`config.mk`:
```
export PLATFORM = sky130hd
export DESIGN_NAME = conv_3x3_seq
export DESIGN_NICKNAME = d
export VERILOG_FILES = /design/src/rtl/conv_seq_pkg.sv /design/src/rtl/conv_3x3_wgt_rf.sv /design/src/rtl/conv_3x3_seq.sv
export SDC_FILE = /design/constraint.sdc
export NUM_CORES = 1
export LEC_CHECK = 0
export CAP_MARGIN = 20
export CORE_ASPECT_RATIO = 0.7
export CORE_MARGIN = 2
export CORE_UTILIZATION = 43
export CTS_CLUSTER_DIAMETER = 50
export DETAILED_ROUTE_END_ITERATION = 16
export GPL_TIMING_DRIVEN = 0
export PLACE_DENSITY = 0.72
export SYNTH_ARGS = -nofsm -noshare
export SYNTH_HDL_FRONTEND = slang
export SYNTH_SLANG_ARGS = --single-unit
```
`constraint.sdc`:
```
create_clock -name clk -period 2.16 [get_ports clk]
set_clock_uncertainty 0.1 [all_clocks]
set_input_delay 0.324 -clock clk [delete_from_list [all_inputs] [get_ports clk]]
set_output_delay 0.324 -clock clk [all_outputs]
set_load 0.01 [all_outputs]
```
`src/rtl/conv_seq_pkg.sv`:
```
// rtl/conv_seq_pkg.sv - shared tap constants and FSM encoding for the 3x3 convolution sequencer
package conv_seq_pkg;

    localparam int TAPS  = 9;
    localparam int TAP_W = 4;

    typedef enum logic [1:0] {
        ST_IDLE   = 2'd0,
        ST_STREAM = 2'd1,
        ST_DRAIN  = 2'd2,
        ST_HOLD   = 2'd3
    } state_t;

endpackage

```
`src/rtl/conv_3x3_wgt_rf.sv`:
```
// rtl/conv_3x3_wgt_rf.sv - 3x3 weight store, synchronous write, combinational read
module conv_3x3_wgt_rf #(
    parameter int DEPTH = conv_seq_pkg::TAPS
) (
    input  logic                          clk,
    input  logic                          rst_n,
    input  logic                          we,
    input  logic [conv_seq_pkg::TAP_W-1:0] waddr,
    input  logic [7:0]                    wdata,
    input  logic [conv_seq_pkg::TAP_W-1:0] raddr,
    output logic [7:0]                    rdata
);
    import conv_seq_pkg::*;

    logic [7:0] mem [DEPTH];

    // Out-of-range addresses match no entry, so such writes are dropped.
    always_ff @(posedge clk or negedge rst_n) begin
        if (!rst_n) begin
            for (int i = 0; i < DEPTH; i++) mem[i] <= '0;
        end else if (we) begin
            for (int i = 0; i < DEPTH; i++) begin
                if (waddr == TAP_W'(i)) mem[i] <= wdata;
            end
        end
    end

    always_comb begin
        rdata = '0;
        for (int i = 0; i < DEPTH; i++) begin
            if (raddr == TAP_W'(i)) rdata = mem[i];
        end
    end

endmodule

```
`src/rtl/conv_3x3_seq.sv`:
```
// rtl/conv_3x3_seq.sv - 3x3 window sequencer feeding an external MAC (CONV_SEQ_LAST_CHECK_EN enables pix_last checking)
module conv_3x3_seq #(
    parameter int TAPS    = conv_seq_pkg::TAPS,
    parameter int MAC_LAT = 2
) (
    input  logic       clk,
    input  logic       rst_n,
    input  logic       wgt_we,
    input  logic [3:0] wgt_addr,
    input  logic [7:0] wgt_wdata,
    input  logic       pix_valid,
    output logic       pix_ready,
    input  logic [7:0] pix_data,
    input  logic       pix_last,
    output logic       mac_accum_clr,
    output logic [7:0] mac_data,
    output logic [7:0] mac_weight,
    input  logic [7:0] mac_ans,
    output logic       res_valid,
    input  logic       res_ready,
    output logic [7:0] res_data,
    output logic       busy,
    output logic       err_last
);
    import conv_seq_pkg::*;

    state_t           state, state_nxt;
    logic [TAP_W-1:0] tap_cnt;
    logic [7:0]       drain_cnt;
    logic [7:0]       rd_wgt;
    logic             accept;
    logic             last_tap;
    logic             drain_done;

    assign accept     = pix_valid & pix_ready;
    assign last_tap   = (tap_cnt == TAP_W'(TAPS - 1));
    assign drain_done = (drain_cnt == 8'(MAC_LAT));

    conv_3x3_wgt_rf #(
        .DEPTH (TAPS)
    ) u_wgt_rf (
        .clk   (clk),
        .rst_n (rst_n),
        .we    (wgt_we),
        .waddr (wgt_addr),
        .wdata (wgt_wdata),
        .raddr (tap_cnt),
        .rdata (rd_wgt)
    );

    always_ff @(posedge clk or negedge rst_n) begin
        if (!rst_n) state <= ST_IDLE;
        else        state <= state_nxt;
    end

    always_comb begin
        state_nxt = state;
        pix_ready = 1'b0;
        busy      = 1'b1;
        case (state)
            ST_IDLE: begin
                pix_ready = 1'b1;
                busy      = 1'b0;
                if (pix_valid) state_nxt = ST_STREAM;
            end
            ST_STREAM: begin
                pix_ready = 1'b1;
                if (pix_valid && last_tap) state_nxt = ST_DRAIN;
            end
            ST_DRAIN: begin
                if (drain_done) state_nxt = ST_HOLD;
            end
            ST_HOLD: begin
                if (res_valid && res_ready) state_nxt = ST_IDLE;
            end
            default: state_nxt = ST_IDLE;
        endcase
    end

    // MAC port carries zeros whenever no beat is accepted so the running sum is untouched.
    always_ff @(posedge clk or negedge rst_n) begin
        if (!rst_n) begin
            tap_cnt       <= '0;
            drain_cnt     <= '0;
            mac_accum_clr <= 1'b0;
            mac_data      <= '0;
            mac_weight    <= '0;
            res_data      <= '0;
            res_valid     <= 1'b0;
        end else begin
            mac_accum_clr <= accept && (tap_cnt == '0);
            mac_data      <= accept ? pix_data : '0;
            mac_weight    <= accept ? rd_wgt : '0;
            if (accept) tap_cnt <= last_tap ? '0 : tap_cnt + TAP_W'(1);
            drain_cnt <= (state == ST_DRAIN) ? drain_cnt + 8'd1 : 8'd0;
            if (state == ST_DRAIN && drain_done) res_data <= mac_ans;
            res_valid <= (state == ST_HOLD) && !(res_valid && res_ready);
        end
    end

`ifdef CONV_SEQ_LAST_CHECK_EN
    always_ff @(posedge clk or negedge rst_n) begin
        if (!rst_n)                            err_last <= 1'b0;
        else if (accept && (pix_last != last_tap)) err_last <= 1'b1;
    end
`else
    logic unused_pix_last;
    assign unused_pix_last = pix_last;
    assign err_last        = 1'b0;
`endif

endmodule

```
-- After elaboration in Yosys (flattened, before gate mapping)
Index checks and enable logic that the tools add are counted.
- equality and inequality tests: 24
- reduce and logical (&&, ||, !) cells: 20
- bitwise gates (word level): 1
- add/subtract/negate cells: 2
- multiplexer cells: 20
- operators with widths (operator ; count):
    $mux W8 ; 12
    $eq A4 B3 Y1 const B ; 8
    $reduce_and A2 Y1 ; 9
    $eq A4 B2 Y1 const B ; 4
    $add A8 B1 Y8 const B ; 1
    $eq A4 B1 Y1 const B ; 2
    $eq A4 B4 Y1 const B ; 2
    $eq A8 B2 Y1 const B ; 1
    $logic_not A4 Y1 ; 2
    $mux W2 ; 4
    $ne A2 B2 Y1 const B ; 4
    $pmux W2 S4 ; 1
    $logic_and A1 B1 Y1 ; 5
    $add A4 B1 Y4 const B ; 1
    $eq A2 B2 Y1 const B ; 2
    $mux W4 ; 1
    $reduce_and A4 Y1 ; 1
    $eq A2 B1 Y1 const B ; 1
    $logic_not A2 Y1 ; 1
    $mux W1 ; 2
    $reduce_or A2 Y1 ; 1
    $and A1 B1 Y1 ; 1
    $logic_not A1 Y1 ; 1
- flip-flop bits (word level): 112
- logic and storage cells: 84

-- Longest topological paths before layout
Gate-level depths: netlist of the first run.
- depth after elaboration: 11
- gate-level depth with buffers: 8
- mapped depth without buffers: 6

-- Modules after synthesis
A second synthesis of the first run with hierarchy kept.
- cell total of the unflattened synthesis: 371
- area total of the unflattened synthesis: 5087.4 µm²
- modules (own cells, without submodules) (module ; sequential area each (µm²) ; cells each ; instances ; area an instance (µm²)):
    conv_3x3_wgt_rf ; 1801.7 ; 239 ; 1 ; 3447.1
    conv_3x3_seq ; 1001.0 ; 132 ; 1 ; 1640.3

-- Worst setup path before layout of the first run
No wires, ideal clock.
- path kind: reg-to-reg
- from: reg state[1]
- to: reg state[1]
- library setup time: 0.125 ns
- buffers on the path: 1
- cell stages (with the launch flop): 8
- slack: 0.112 ns
- data arrival time: 1.823 ns
- cells stage by stage: dfrtp_1 inv_1 ha_1 or2_2 clkbuf_1 a221oi_1 o21ai_2 mux2_2
- longest elaborated chain between the ends: 3
- ends and longest elaborated chain (element ; RTL line ; source):
    from (decl) ; conv_3x3_seq.sv:27 ; state_t state, state_nxt;
    from (signal assigned) ; conv_3x3_seq.sv:53 ; else state <= state_nxt;
    $eq A2 B2 Y1 (tied with other cells) ; conv_3x3_seq.sv:60 ; case (state)
    $ne A2 B2 Y1 (no line) ; n/a ;
    $reduce_and A4 Y1 (no line) ; n/a ;
Several ways; a longest one is shown, not always the timed one.
A chain may end at the register's enable or synchronous reset.

-- Final worst setup path of the first run
- from: reg tap_cnt[1]
- to: reg mac_weight[2]
- longest elaborated chain between the ends: 11
- ends and longest elaborated chain (element ; RTL line ; source):
    from (decl) ; conv_3x3_seq.sv:28 ; logic [TAP_W-1:0] tap_cnt;
    from (signal assigned) ; conv_3x3_seq.sv:94 ; if (accept) tap_cnt <= last_tap ? '0 : tap_cnt + TAP_W'(1);
    $logic_not A4 Y1 ; conv_3x3_wgt_rf.sv:31 ; if (raddr == TAP_W'(i)) rdata = mem[i];
    $mux W8 (8 in a row) ; conv_3x3_wgt_rf.sv:31 ;
    $mux W8 * ; conv_3x3_wgt_rf.sv:31 ;
    $mux W8 * ; conv_3x3_seq.sv:93 ; mac_weight <= accept ? rd_wgt : '0;
    to (signal assigned) ; conv_3x3_seq.sv:93 ;
    to (decl) ; conv_3x3_seq.sv:17 ; output logic [7:0] mac_weight,
Mark *: on every way between the ends. The rest lies on a longest branch, timed or not.

==> results of run 1 <==
## per-layer routing
metal  vias up  part of all wire [%]
met5         -                     0
met4         0                   1.0
met3        12                   5.7
met2       113                    43
met1      1879                    50
li1       1638                     -
## sequential cells by signal (all words and copies together), names as in the netlist
signal         cells
mac_accum_clr      1
tap_cnt            4
u_wgt_rf.mem      72
state              2
mac_data           8
res_data           8
res_valid          1
drain_cnt          8
mac_weight         8
## layout make-up
type                    count  area (sq um)
plain buffers              22         107.6
clock buffers              11         242.7
clock inverters             5         63.81
fillers                   968          5346
inverters                  10         41.29
multi-input cells         261          2238
flip-flops and latches    112          2803
well taps                 157         196.4
repair buffers             65         645.6
## where the power goes
part | total (uW) | switching [uW] | internal, uW
registers | 2960 | 303 | 2650
clock network | 1710 | 771 | 941
logic | 3170 | 1640 | 1530
## per-stage QoR
stage | cells | power, uW
after floorplan | 408 | 4769
after global placement | 623 | 5776
after detailed placement | 624 | 5894
after CTS | 640 | 7695
after global routing | 643 | 8270
final | 643 | 7835
## cell usage after synthesis (all sizes together), types with 4 or more instances
cell type | number | area, sq um
a211oi | 13 | 97.59
a21oi | 16 | 80.08
a221o | 7 | 70.07
a221oi | 10 | 87.58
and3 | 11 | 70.07
clkbuf | 22 | 82.58
dfrtp | 112 | 2803
ha | 11 | 137.6
inv | 8 | 30.03
mux2 | 81 | 942.2
nand2 | 14 | 60.06
nand3 | 6 | 30.03
nand3b | 19 | 142.6
nor2 | 12 | 45.04
o21ai | 20 | 103.9
o22ai | 7 | 43.79
xor2 | 4 | 35.03
## path summary, 6_finish.rpt
| path | startpoint | end | cells past startpoint |
|---|---|---|---|
| setup / recovery | tap_cnt[1] | mac_weight[2] | 7 |
| hold / removal | rst_n | mac_data[2] | 1 |
| setup reg to reg | tap_cnt[1] | mac_weight[2] | 7 |
| hold reg to reg | drain_cnt[0] | drain_cnt[0] | 1 |
| max in group asynchronous | rst_n | u_wgt_rf.mem[10] | 2 |
| min in group clk | drain_cnt[0] | drain_cnt[0] | 1 |
## worst max-delay path: stages (launching register included)
cell	delay [ns]
dfrtp_1	0.43
inv_1	0.16
ha_1	0.23
clkbuf_1	0.40
nand2_1	0.12
a21oi_1	0.21
a211oi_1	0.08
a211oi_1	0.24
## cell families (layout without fill, tap and decap cells)
kind of cell	Yosys count	count (layout)	synth area share, %
flops	112	112	54.59
other cells	1	1	0.07305
buf+inv	35	113	2.681
mux	82	82	18.55
fa+ha+maj	11	11	2.681
simple gates	81	81	9.896
xor+xnor	6	6	1.024
compound gates	80	80	10.50
## repair_timing
item                       CTS  global route
setup endpoints to repair   15             9
hold buffers                 0             0
buffers inserted             2             4
pin swaps                    0             0
gates resized for setup     12            22
==> flow_metrics.py, run 1 <==
metrics = {
    "status": {
        "status": "finished, violations left",
        "violations": "negative hold slack",
    },
    "floorplanning": {
        "chipWidth_um": 134.6,
        "die_area_sq_um": 12840,
        "fp.dieH_um": 95.42,
        "top_level_ports": 63,
        "num_rows": 33,
        "initial_core_util_pct": 43.93,
        "core_area_sq_um": 11690,
    },
    "worst_setup_path": {
        "start_kind": "flop",
        "crit_type": "flop to flop",
        "required_ns": 2.30,
        "r2r_setup_slack_ns": 0.08,
        "crit_fanout": 10,
        "crit_path_end_kind": "flop",
        "crit_arrival_ns": 2.22,
    },
    "grt": {
        "grt_pass1_wl_um": 19040,
        "grt_pass1_vias": 3538,
        "grt-ovfl-total": 0,
        "antenna_found_initial": 0,
        "grt_use_met1_pct": 29.61,
        "grtUsageTotal_pct": 19.29,
        "grt_max_degree": 66,
        "use_met3_pct": 4.466,
        "met2_usage_pct": 27.51,
        "busiest_layer": "met1",
    },
    "place": {
        "hpwlAfterDp_um": 8356,
        "dp_slack_ns": -0.3820,
        "port_buffers": 58,
        "place_congestion": 0.8910,
        "dpl-instance-area_sq_um": 5936,
    },
    "synthesis": {
        "ys.flop_type": "dfrtp_1",
        "synthDistinctLibCells": 47,
        "syn_area_sq_um": 5134,
        "syn_inst": 408,
        "synth-edff-count": 0,
        "ys.warnings.count": 0,
        "synth_seq_cells": 112,
        "syn_avg_cell_area_sq_um": 12.58,
        "async_flop_share_pct": 100.0,
        "ys_seq_area_share_pct": 54.59,
        "synth_nets": 453,
    },
    "sta": {
        "slew_headroom_pct": 39.32,
        "tightest_slew_ns": 0.9068,
        "setup_slack_ns": 0.07644,
        "holdWs_ns": -0.03418,
        "hold_viol": 31,
        "max_clock_freq_mhz": 479.9,
        "period_needed_ns": 2.084,
        "setup_viol": 0,
        "drv_slew": 0,
        "rsz0062_at_grt": "yes",
        "fin_crit_sh_pct": 96.46,
        "tns_ns": 0,
    },
    "hold_path": {
        "hold_path.class": "input pin to async pin",
    },
    "routing": {
        "via_per_inst": 5.664,
        "vias": 3642,
        "ant_nets": 0,
        "drt_iter0_drc": 264,
        "firstDrtPassIters": 5,
        "drc_errors": 0,
        "routed_wl_um": 11810,
        "wl_per_cell_um": 18.37,
    },
    "clock_tree": {
        "cts_sinks": 112,
        "cts_root_buf": "clkbuf_16",
        "path_clk_slew_ns": 0.07,
        "htreeDepth": 3,
        "numCtsBuffers": 9,
        "clock_path_buffers": 2,
        "cts_tree": "yes",
        "clock_latency_ns": 0.35,
    },
    "final_layout": {
        "utilization_pct": 54.25,
        "diodes": 0,
        "stdcell_area_sq_um": 6339,
        "final_cell_mix": "112 x dfrtp_1, 73 x mux2_2, 56 x clkdlybuf4s50_1",
        "area_growth_pct": 23.47,
        "drive_gt1_share_pct": 27.57,
        "final_common_cell": "dfrtp_1",
        "fin_nets": 526,
    },
    "job": {
        "cap_violations": 0,
    },
    "power_and_ir_drop": {
        "ir_drop_mv": 0.7095,
        "power_density_nw_per_um2": 1236,
        "leakage_uw": 0.002723,
    },
}
(Power assumes the default switching activity.)
==> run 2, diff against run 1 <==
Settings changed: CORE_UTILIZATION 43 to 40, PLACE_DENSITY 0.72 to 0.69.
==> run 2 against run 1 <==
Against the previous run:
- the flow now finishes without violations
- die area up 7.2%
- combinational power about the same
- register-to-register slack is essentially flat
- global-route usage fell by 1.1 points
- sequential share of layout area shrank 0.34 points
- utilization shrank 3.0 points
- critical path depth down 2
- critical path type is now flop to output port
- largest cell class unchanged
- largest power group unchanged
- highest routed layer unchanged
==> flow_metrics.py, run 2 (synthesis gave the netlist of run 1 again) <==
metrics = {
    "status": {
        "status": "finished clean",
    },
    "place": {
        "port_buffers": 58,
        "dpl-instance-area_sq_um": 5942,
        "place_congestion": 0.8599,
        "dp_cells": 629,
        "hpwlAfterDp_um": 8817,
    },
    "worst_setup_path": {
        "r2r-end": "mac_weight[1]",
        "r2r_start": "tap_cnt[0]",
        "crit_arrival_ns": 1.68,
        "crit_type": "flop to output port",
        "rr_worst_depth": 6,
        "crit_path_end_kind": "output port",
        "r2r_setup_slack_ns": 0.07,
        "crit_fanout": 10,
        "required_ns": 1.74,
        "start_kind": "flop",
    },
    "floorplanning": {
        "num_rows": 34,
        "fp.dieH_um": 98.79,
        "die_area_sq_um": 13770,
        "chipWidth_um": 139.4,
        "initial_core_util_pct": 41.19,
        "top_level_ports": 63,
        "core_area_sq_um": 12460,
    },
    "final_layout": {
        "drive_gt1_share_pct": 28.34,
        "fin_nets": 527,
        "stdcell_area_sq_um": 6387,
        "area_growth_pct": 24.42,
        "final_common_cell": "dfrtp_1",
        "stdcell_count": 649,
        "largest_register_ffs": 72,
        "diodes": 0,
        "final_cell_mix": "112 x dfrtp_1, 73 x mux2_2, 56 x clkdlybuf4s50_1",
        "regMostFlops": "u_wgt_rf.mem",
    },
    "power_and_ir_drop": {
        "pwr-share-comb_pct": 40.0,
        "seqPwrFrac_pct": 37.1,
        "p_sw_uw": 2727,
        "p_clk_share_pct": 22.9,
        "leakage_uw": 0.002735,
        "power.total_uw": 7984,
        "ir_drop_mv": 0.6060,
        "power_density_nw_per_um2": 1250,
        "internal-power_uw": 5256,
        "swShare_pct": 34.16,
    },
    "clock_tree": {
        "cts_root_buf": "clkbuf_16",
        "clock_latency_ns": 0.35,
        "numCtsBuffers": 9,
        "htreeDepth": 3,
        "cts_tree": "yes",
        "cts_sinks": 112,
        "clock_path_buffers": 2,
        "path_clk_slew_ns": 0.08,
    },
    "hold_path": {
        "hold_path.class": "flop to flop",
        "whs_path_depth": 1,
        "whs_endpoint": "drain_cnt[0]",
        "min-delay-start": "drain_cnt[0]",
    },
    "grt": {
        "grt_pass1_wl_um": 19590,
        "grt_pass1_vias": 3668,
        "grt_max_degree": 59,
        "grt-ovfl-total": 0,
        "antenna_found_initial": 0,
        "grtUsageTotal_pct": 18.23,
    },
    "sta": {
        "slew_headroom_pct": 38.54,
        "tightest_slew_ns": 0.9185,
        "period_needed_ns": 2.100,
        "drv_slew": 0,
        "hold_viol": 0,
        "setup_viol": 0,
        "max_clock_freq_mhz": 476.1,
        "fin_crit_sh_pct": 97.24,
    },
    "routing": {
        "ant_nets": 0,
        "drc_errors": 0,
        "wl_per_cell_um": 19.06,
        "firstDrtPassIters": 5,
        "routed_wl_um": 12370,
        "vias": 3654,
        "drt_iter0_drc": 238,
        "via_per_inst": 5.630,
    },
    "job": {
        "cap_violations": 0,
    },
}
run 2: cell types whose count changed in the layout (fill, tap and decap cells not counted), moves of 2 or more:
cell	previous run	this run
a211oi_1	11	9
a211oi_2	2	4
buf_2	5	3
clkbuf_1	12	10
clkinv_4	2	0
run 2: layout make-up:
| type | instances | area (sq um) |
|---|---|---|
| clock buffers | 10 | 239.0 |
| flip-flops and latches | 112 | 2803 |
| multi-input cells | 261 | 2243 |
| inverters | 10 | 38.79 |
| well taps | 162 | 202.7 |
| clock inverters | 6 | 91.34 |
| fillers | 1074 | 6077 |
| plain buffers | 22 | 108.9 |
| repair buffers | 66 | 660.6 |
run 2: critical path, stage by stage (launching register included):
cell and delay, ns:
dfrtp_1 0.40, inv_2 0.06, ha_2 0.20, or2_2 0.29
buf_6 0.14, clkdlybuf4s15_1 0.23
run 2: power groups by stage:
stage / clock, uW / sequential (uW) / combinational [uW]
3_3_place_gp: 0 / 2960 / 2820
6_report: 1830 / 2960 / 3190
2_1_floorplan: 0 / 3000 / 1770
3_5_place_dp: 0 / 3000 / 2920
4_1_cts: 1870 / 2950 / 3000
5_1_grt: 1950 / 3030 / 3460
run 2: through the flow:
step / hold slack [ns] / util, % / setup WS [ns] / setup TNS [ns]
3_3_place_gp: 0.3546 / 47.47 / -3.501 / -397.53
6_report: 0.3902 / 51.24 / 0.05961 / 0
2_1_floorplan: -0.07159 / - / 0.1118 / 0
4_1_cts: 0.3954 / 50.63 / -0.07181 / -0.07181
5_1_grt: 0.4174 / 51.24 / -0.01677 / -0.03375
3_5_place_dp: 0.3484 / 47.67 / -0.4041 / -11.77
run 2: metal layers:
metal / GRT usage, % / part of all wire, % / vias up
li1: - / - / 1645
met1: 26.95 / 47 / 1871
met2: 26.89 / 45 / 125
met3: 4.227 / 6.0 / 13
met4: 5.361 / 1.4 / 0
met5: 0 / 0 / -
run 2: repair_timing:
item	CTS	global route
setup buffers	2	4
endpoints found under the setup margin	15	18
resized for setup	9	28
hold buffers	1	0
endpoints found under the hold margin	57	0
run 2: worst max path at each step:
stage	endpoint	from	cells after the start	slack, ns
finish	pix_ready	state[0]	5	0.06
CTS	pix_ready	state[0]	5	-0.07
global route	mac_weight[1]	tap_cnt[1]	6	-0.02
global placement	u_wgt_rf.mem[66]	rst_n	1	-3.50
detailed placement	state[1]	tap_cnt[0]	7	-0.40
floorplan	state[1]	state[1]	7	0.11
==> run 3, diff against run 2 <==
Settings changed: CAP_MARGIN 20 to 25.
==> run 3 against run 2 <==
Against the previous run:
- routed wire length shrank 0.83%
- sequential share of layout area grew 0.32 points
- register-to-register slack is essentially flat
- critical endpoint is now state[1]
- largest cell class unchanged
==> flow_metrics.py, run 3 (synthesis gave the netlist of run 1 again) <==
metrics = {
    "status": {
        "status": "finished clean",
    },
    "final_layout": {
        "area_growth_pct": 23.52,
        "fin_nets": 524,
        "drive_gt1_share_pct": 27.69,
        "diodes": 0,
        "utilization_pct": 50.87,
        "largest_register_ffs": 72,
        "final_cell_mix": "112 x dfrtp_1, 73 x mux2_2, 56 x clkdlybuf4s50_1",
        "regMostFlops": "u_wgt_rf.mem",
        "final_common_cell": "dfrtp_1",
    },
    "worst_setup_path": {
        "rr_worst_depth": 6,
        "path_cells": "inv_1 > ha_2 > nand3b_1 > a221oi_2 > o21ai_2 > mux2_2",
        "r2r-end": "state[1]",
        "path_delay_family": "compound AO/OA/AOI/OAI gates",
        "path_buf_inv": 1,
        "cp_slowest_cell": "dfrtp_1",
        "start_kind": "flop",
        "crit_path_end_kind": "flop",
        "r2r_start": "tap_cnt[0]",
        "required_ns": 2.30,
        "crit_path_max_incr_delay_ns": 0.42,
        "crit_arrival_ns": 2.22,
        "critical_path_depth": 6,
        "crit_type": "flop to flop",
        "crit_fanout": 10,
        "r2r_setup_slack_ns": 0.08,
    },
    "floorplanning": {
        "initial_core_util_pct": 41.19,
        "top_level_ports": 63,
        "chipWidth_um": 139.4,
        "die_area_sq_um": 13770,
        "num_rows": 34,
        "core_area_sq_um": 12460,
        "fp.dieH_um": 98.79,
    },
    "grt": {
        "grt_max_degree": 59,
        "grt_pass1_vias": 3639,
        "grt_pass1_wl_um": 19700,
        "antenna_found_initial": 0,
        "grt-ovfl-total": 0,
        "grtUsageTotal_pct": 18.27,
    },
    "sta": {
        "setup_viol": 0,
        "hold_viol": 0,
        "slew_headroom_pct": 37.90,
        "drv_slew": 0,
        "fin_crit_sh_pct": 96.12,
        "period_needed_ns": 2.076,
        "tightest_slew_ns": 0.9280,
        "max_clock_freq_mhz": 481.7,
        "tns_ns": 0,
    },
    "clock_tree": {
        "htreeDepth": 3,
        "cts_root_buf": "clkbuf_16",
        "numCtsBuffers": 9,
        "clock_path_buffers": 2,
        "clock_latency_ns": 0.35,
        "cts_sinks": 112,
        "path_clk_slew_ns": 0.08,
        "cts_tree": "yes",
    },
    "power_and_ir_drop": {
        "ir_drop_mv": 0.4945,
        "power_density_nw_per_um2": 1241,
        "leakage_uw": 0.002726,
    },
    "hold_path": {
        "whs_endpoint": "u_wgt_rf.mem[0]",
        "whs_path_depth": 1,
        "min-delay-start": "u_wgt_rf.mem[0]",
        "hold_path.class": "flop to flop",
    },
    "place": {
        "place_congestion": 0.8599,
        "port_buffers": 58,
        "hpwlAfterDp_um": 8809,
    },
    "routing": {
        "wl_per_cell_um": 18.99,
        "routed_wl_um": 12270,
        "ant_nets": 0,
        "firstDrtPassIters": 5,
        "drt_iter0_drc": 349,
        "drc_errors": 0,
        "via_per_inst": 5.584,
        "vias": 3607,
    },
    "job": {
        "cap_violations": 0,
    },
}
run 3: final cells by class:
cell class	count	area, sq um
flip-flops and latches	112	2803
repair buffers	63	633.1
well taps	162	202.7
fillers	1090	6123
multi-input cells	261	2236
plain buffers	22	112.6
inverters	10	38.79
clock inverters	3	65.06
clock buffers	13	250.2
run 3: worst max path at each step:
stage / slack, ns / startpoint / end
after detailed placement: -0.39 / tap_cnt[0] / state[1]
after global routing: -0.007 / tap_cnt[0] / state[1]
after floorplan: 0.11 / state[1] / state[1]
after CTS: 0.01 / tap_cnt[0] / mac_weight[1]
after global placement: -3.50 / rst_n / u_wgt_rf.mem[66]
final: 0.08 / tap_cnt[0] / state[1]
run 3: report_power, final:
group          leakage [uW]  internal [uW]  total (uW)  switching (uW)
logic               0.00117           1500        3110            1620
registers           0.00140           2650        2970             313
clock network      0.000154           1050        1790             740
run 3: through the flow:
stage	hold WS, ns	instance area, sq um	power [uW]	std cells	worst slack, ns
floorplan	-0.07159	5134	4769	408	0.1118
global placement	0.3546	5917	5785	628	-3.501
detailed placement	0.3461	5942	5910	629	-0.3913
CTS	0.4038	6306	7800	647	0.01099
global route	0.4168	6341	8304	646	-0.007041
finish	0.4070	6341	7870	646	0.08388
run 3: worst register-to-register path, stage by stage (launching register included):
cell and delay (ns):
dfrtp_1 0.42, inv_1 0.15, ha_2 0.34, nand3b_1 0.23, a221oi_2 0.33, o21ai_2 0.11, mux2_2 0.28
run 3: repair_timing:
item,in CTS,in global routing
hold buffers,1,0
resized for setup,13,24
pin swaps,0,0
endpoints found under the setup margin,15,17
hold endpoints to repair,57,0
buffers inserted,2,1
run 3: per-layer routing:
metal,vias to the layer above,GRT usage (%),wire length (um)
met3,13,4.616,631
met1,1851,27.16,5981
met4,0,4.584,135
met5,-,0,0
li1,1637,-,-
met2,106,26.85,5516
